**config.mk**
```make
export PLATFORM = sky130hd
export DESIGN_NAME = hazard_ctrl_unit
export DESIGN_NICKNAME = d
export VERILOG_FILES = /design/src/rtl/hazard_ctrl_unit.sv
export SDC_FILE = /design/constraint.sdc
export NUM_CORES = 1
export LEC_CHECK = 0
export ABC_CLOCK_PERIOD_IN_PS = 7200
export BUFFER_PORTS_ARGS = -buffer_cell sky130_fd_sc_hd__buf_2
export CORE_AREA = 8 8 171 173
export DETAILED_ROUTE_END_ITERATION = 12
export DIE_AREA = 0 0 179 181
export PLACE_DENSITY = 0.58
export SLEW_MARGIN = 20
export SYNTH_ARGS = -nofsm -noshare
export SYNTH_HDL_FRONTEND = slang
export SYNTH_SLANG_ARGS = --single-unit
```
**constraint.sdc**
```tcl
create_clock -name clk -period 7.2 [get_ports clk]
set_clock_uncertainty 0.2 [all_clocks]
set_input_delay 1.44 -clock clk [delete_from_list [all_inputs] [get_ports clk]]
set_output_delay 1.44 -clock clk [all_outputs]
set_load 0.01 [all_outputs]
```
**src/rtl/hazard_ctrl_unit.sv**
```systemverilog
// hazard_ctrl_unit: RAW forwarding / load-use stall for decode, plus
// execute-stage branch resolution with a registered PC redirect and a
// multi-cycle flush of fetch/decode.
//
// Ports:
//   clk, rst                    clock, asynchronous active-high reset
//   de_rs1/2, de_rs1/2_used     decode source indices and use flags
//   de_rf_a/b                   register-file read data
//   stg_rd/wen/rdy/data         per-stage producer info, stage 0 = youngest
//   exe_is_br/is_jmp/funct3     execute-stage control transfer
//   exe_a/b, exe_target         branch operands and target
//   fwd_a/b, fwd_sel_a/b        resolved operands (combinational)
//   stall                       load-use stall (combinational)
//   pc_sel, pc_target           one-cycle registered redirect
//   flush                       squash fetch/decode, FLUSH_CYCLES long
//   stall_cnt, flush_cnt        perf counters, built only when
//                               HAZARD_PERF_CNT_EN is defined
module hazard_ctrl_unit #(
    parameter int unsigned XLEN         = 32,
    parameter int unsigned FWD_STAGES   = 3,
    parameter int unsigned FLUSH_CYCLES = 2
) (
    input  logic                       clk,
    input  logic                       rst,
    input  logic [4:0]                 de_rs1,
    input  logic [4:0]                 de_rs2,
    input  logic                       de_rs1_used,
    input  logic                       de_rs2_used,
    input  logic [XLEN-1:0]            de_rf_a,
    input  logic [XLEN-1:0]            de_rf_b,
    input  logic [5*FWD_STAGES-1:0]    stg_rd,
    input  logic [FWD_STAGES-1:0]      stg_wen,
    input  logic [FWD_STAGES-1:0]      stg_rdy,
    input  logic [XLEN*FWD_STAGES-1:0] stg_data,
    input  logic                       exe_is_br,
    input  logic                       exe_is_jmp,
    input  logic [2:0]                 exe_funct3,
    input  logic [XLEN-1:0]            exe_a,
    input  logic [XLEN-1:0]            exe_b,
    input  logic [XLEN-1:0]            exe_target,
    output logic [XLEN-1:0]            fwd_a,
    output logic [XLEN-1:0]            fwd_b,
    output logic                       fwd_sel_a,
    output logic                       fwd_sel_b,
    output logic                       stall,
    output logic                       pc_sel,
    output logic [XLEN-1:0]            pc_target,
    output logic                       flush,
    output logic [31:0]                stall_cnt,
    output logic [31:0]                flush_cnt
);

    localparam int unsigned RW    = 5;
    localparam int unsigned CNT_W = 4;

    typedef enum logic {IDLE, FLUSH} state_t;

    state_t             state_q, state_d;
    logic [CNT_W-1:0]   cnt_q, cnt_d;
    logic               pc_sel_q, pc_sel_d;
    logic [XLEN-1:0]    pc_target_q, pc_target_d;

    logic               rdy_a, rdy_b;
    logic               br_cond;
    logic               taken;

    // Operand forwarding: scan oldest to youngest so the youngest match wins.
    always_comb begin
        fwd_a     = de_rf_a;
        fwd_b     = de_rf_b;
        fwd_sel_a = 1'b0;
        fwd_sel_b = 1'b0;
        rdy_a     = 1'b1;
        rdy_b     = 1'b1;
        for (int i = int'(FWD_STAGES) - 1; i >= 0; i--) begin
            if (de_rs1_used && (de_rs1 != 5'd0) && stg_wen[i] &&
                (stg_rd[RW*i +: RW] == de_rs1)) begin
                fwd_a     = stg_data[XLEN*i +: XLEN];
                fwd_sel_a = 1'b1;
                rdy_a     = stg_rdy[i];
            end
            if (de_rs2_used && (de_rs2 != 5'd0) && stg_wen[i] &&
                (stg_rd[RW*i +: RW] == de_rs2)) begin
                fwd_b     = stg_data[XLEN*i +: XLEN];
                fwd_sel_b = 1'b1;
                rdy_b     = stg_rdy[i];
            end
        end
    end

    // Load-use stall; meaningless while squashing, so masked by flush.
    assign stall = ((fwd_sel_a & ~rdy_a) | (fwd_sel_b & ~rdy_b)) & ~flush;

    // Branch condition evaluation.
    always_comb begin
        br_cond = 1'b0;
        case (exe_funct3)
            3'b000:  br_cond = (exe_a == exe_b);
            3'b001:  br_cond = (exe_a != exe_b);
            3'b100:  br_cond = ($signed(exe_a) <  $signed(exe_b));
            3'b101:  br_cond = ($signed(exe_a) >= $signed(exe_b));
            3'b110:  br_cond = (exe_a <  exe_b);
            3'b111:  br_cond = (exe_a >= exe_b);
            default: br_cond = 1'b0;
        endcase
    end

    // Wrong-path transfers seen during flush are ignored.
    assign taken = ~flush & (exe_is_jmp | (exe_is_br & br_cond));

    // Redirect/flush FSM: next state and registered outputs.
    always_comb begin
        state_d     = state_q;
        cnt_d       = cnt_q;
        pc_sel_d    = 1'b0;
        pc_target_d = pc_target_q;
        case (state_q)
            IDLE: begin
                if (taken) begin
                    state_d     = FLUSH;
                    cnt_d       = CNT_W'(FLUSH_CYCLES);
                    pc_sel_d    = 1'b1;
                    pc_target_d = exe_target;
                end
            end
            FLUSH: begin
                if (cnt_q == CNT_W'(1)) begin
                    state_d = IDLE;
                    cnt_d   = '0;
                end else begin
                    cnt_d = cnt_q - CNT_W'(1);
                end
            end
            default: begin
                state_d = IDLE;
                cnt_d   = '0;
            end
        endcase
    end

    always_ff @(posedge clk or posedge rst) begin
        if (rst) begin
            state_q     <= IDLE;
            cnt_q       <= '0;
            pc_sel_q    <= 1'b0;
            pc_target_q <= '0;
        end else begin
            state_q     <= state_d;
            cnt_q       <= cnt_d;
            pc_sel_q    <= pc_sel_d;
            pc_target_q <= pc_target_d;
        end
    end

    assign pc_sel    = pc_sel_q;
    assign pc_target = pc_target_q;
    assign flush     = (state_q == FLUSH);

`ifdef HAZARD_PERF_CNT_EN
    logic [31:0] stall_cnt_q;
    logic [31:0] flush_cnt_q;

    // Saturating event counters.
    always_ff @(posedge clk or posedge rst) begin
        if (rst) begin
            stall_cnt_q <= '0;
            flush_cnt_q <= '0;
        end else begin
            if (stall && (stall_cnt_q != '1)) stall_cnt_q <= stall_cnt_q + 32'd1;
            if (pc_sel_q && (flush_cnt_q != '1)) flush_cnt_q <= flush_cnt_q + 32'd1;
        end
    end

    assign stall_cnt = stall_cnt_q;
    assign flush_cnt = flush_cnt_q;
`else
    assign stall_cnt = '0;
    assign flush_cnt = '0;
`endif

endmodule

```
==> impl_metrics.toml <==
[run_status]
status = "finished clean"

[placed_design]
dp.cells = 1568
dp_hpwl_mm = 24.1
port_buffers = 396
gp_congestion = 0.889

[power_and_ir_drop]
leakage_nw = 3.92
peakVddDrop_mv = 0.156
cellPowerDensity_mw_per_mm2 = 181

[clock_tree]
ctsHoldBuffers = 0
cts_resized = 0
clk_latency_ns = 0.28
cts_setup_buffers = 0
htree_levels = 2
clk_pin_slew_ns = 0.06
clk_path_buf_depth = 2
cts_buffers = 5
cts_tree = "yes"
cts.sinks = 38
root_buffer = "clkbuf_16"

[worst_setup_path]
rr_startpoint = "flush"
startpoint_type = "input port"
path_class = "input port to output port"
cp_cell_sequence = "buf_2, or4_1, o21ai_2, nand4b_1, clkinv_2, nor2_1, a21oi_1, o21ai_1, buf_2"
path_max_fanout = 65
cp-end-kind = "output port"
max_stage_delay_ns = 0.68
ff2ff_path_depth = 3
critPathArrivalTime_ns = 4.23
crit_path_frequent_cell = "buf_2"
slowest_stage = "clkinv_2"
regToRegSetupSlack_ns = 4.84
reg2reg_to = "cnt_q[0]"
cpLargestDelayFamily = "simple AND/OR/NAND/NOR gates"
critPathBufInv = 3
crit_required_ns = 5.56

[synth]
ys_ff_latch = 38
avgSynthCellArea_um2 = 7.02
synth_top_flop_cell = "dfrtp_1"
synthArstFlopShare_pct = 100
synth_seq_area_share_pct = 15.3
synth_edf_count = 0
synth.distinct_cells = 52
synth_area_mm2 = 0.00620
synthCells = 884
yosys_warnings = 0

[timing]
period_share_pct = 81.5
slew_violations = 0
slew_headroom_pct = 27.2
timing.fmax_mhz = 170
whs_ns = 0.349
setup_viol = 0
tns_ns = 0
fin_crit_ns = 5.87
report.final.hold_viol_count = 0
worst_slew_pin_slew_ns = 1.09
rsz0062_at_grt = "false"

[floorplanning]
core_mm2 = 0.0265
die_h_um = 181
die_w_um = 179
ios = 461
die-area_mm2 = 0.0324
rows = 60
start_util_pct = 23.4

[route]
wl_mm = 29.1
drt_iter0_markers = 478
wl_per_cell_um = 18.4
drt_first_pass_iters = 7
drtAntennaViolNets = 0
drc = 0
vias = 7470
viasPerCell = 4.72

[final_layout]
layout.nets = 1564
areaGrowthSynthToFinish_pct = 33.4
drive_gt1_share_pct = 34.8
final-instance-count-excl-fill = 1583

[global_routing]
grt_max_degree = 67
grt_pass1_vias = 7602
antenna_found_initial = 20
grt_overflow_total = 0
grt_pass1_wl_mm = 43.3
grtUsageTotal_pct = 16.6

[worst_hold_path]
holdCritStartpoint = "pc_target[10]"
min_path_type = "register to register"
hold_path_end = "pc_target[10]"
holdPathStages = 2

[run]
drv_cap = 0
per-layer routing:
layer	wire, um	track usage (%)
met5	57	0
met4	469	4.00
met3	2730	4.30
met2	14800	30.4
met1	11000	18.8
report_power, final:
group	switching [W]	total (W)	internal, W	leakage, nW
Combinational	0.000453	0.000829	0.000376	3.41
Sequential	0.0000918	0.000413	0.000321	0.430
Clock	0.0000952	0.000259	0.000164	0.0771
layout make-up:
class	count	area, um^2
clock buffer	6	129
fill	2985	18200
antenna	7	17.5
multi-input combinational	742	4500
inverter	41	155
clock inverter	2	37.5
sequential	38	952
timing repair buffer	406	2060
tap	341	427
registers in the layout (all words and copies together) (netlist names):
signal     count
flush          1
pc_target     32
pc_sel         1
cnt_q          4
worst max-delay path by stage:
| stage | startpoint | to | slack, ns | cells after the start |
|---|---|---|---|---|
| 4_1_cts | de_rs2[1] | fwd_b[5] | 1.62 | 9 |
| 2_1_floorplan | de_rs1[3] | fwd_a[13] | 2.63 | 9 |
| 3_5_place_dp | de_rs2[1] | fwd_b[5] | 1.63 | 9 |
| 6_report | de_rs2[1] | fwd_b[5] | 1.33 | 9 |
| 5_1_grt | de_rs2[1] | fwd_b[5] | 1.09 | 9 |
| 3_3_place_gp | de_rs2[1] | fwd_b[5] | 1.65 | 9 |
synth_stat cells (all sizes together) (5+ instances only):
cell	instances	area (um^2)
o21ai	107	543
ha	34	425
a22oi	33	248
nand3	55	275
and4	5	46.3
xnor2	15	131
nand4	20	125
inv	40	150
dfrtp	38	951
buf	100	759
mux2i	65	663
nor2	74	278
nor2b	53	332
clkbuf	26	97.6
nand2	80	300
xor2	16	140
a21oi	78	402
per-stage QoR:
step,worst slack (ns),instance area [um^2],util (%),power (W)
after global routing,1.09,8280,31.2,0.00163
after CTS,1.62,8260,31.2,0.00152
after global placement,1.65,8090,30.5,0.00124
final,1.33,8280,31.2,0.00150
after detailed placement,1.63,8090,30.5,0.00125
after floorplan,2.63,6440,-,0.000930
kinds of logic after synthesis:
logic type	count (synthesis)	share of synthesized area, %
AND/OR/NAND/NOR	310	24.3
AO/OA/AOI/OAI	237	21.9
buffers and inverters	167	16.3
multiplexers	66	10.9
flip-flops	38	15.3
adder cells (fa/ha/maj)	34	6.86
XOR/XNOR	31	4.38
other	1	0.0604
worst reg2reg max path: cells and delay by family, from the launching register on:
kind                   cells  cell delay [ns]
AO/OA/AOI/OAI              1             0.40
flip-flops                 1             0.55
buffers and inverters      2             1.10
layout by cell type (no fill, tap or decap), drive strengths merged, types with 4 or more instances in the layout:
cell type,instances
xnor2,15
clkbuf,6
nor4,4
ha,34
inv,39
nand3,55
nor2b,53
nand2,80
dfrtp,38
and4,5
buf,406
mux2i,65
a21oi,78
a31o,4
nor2,74
o21ai,107
a22oi,33
xor2,16
diode,7
conb,64
nand4,20
nor3,4
Note: power is estimated with default switching activity, not from simulation.
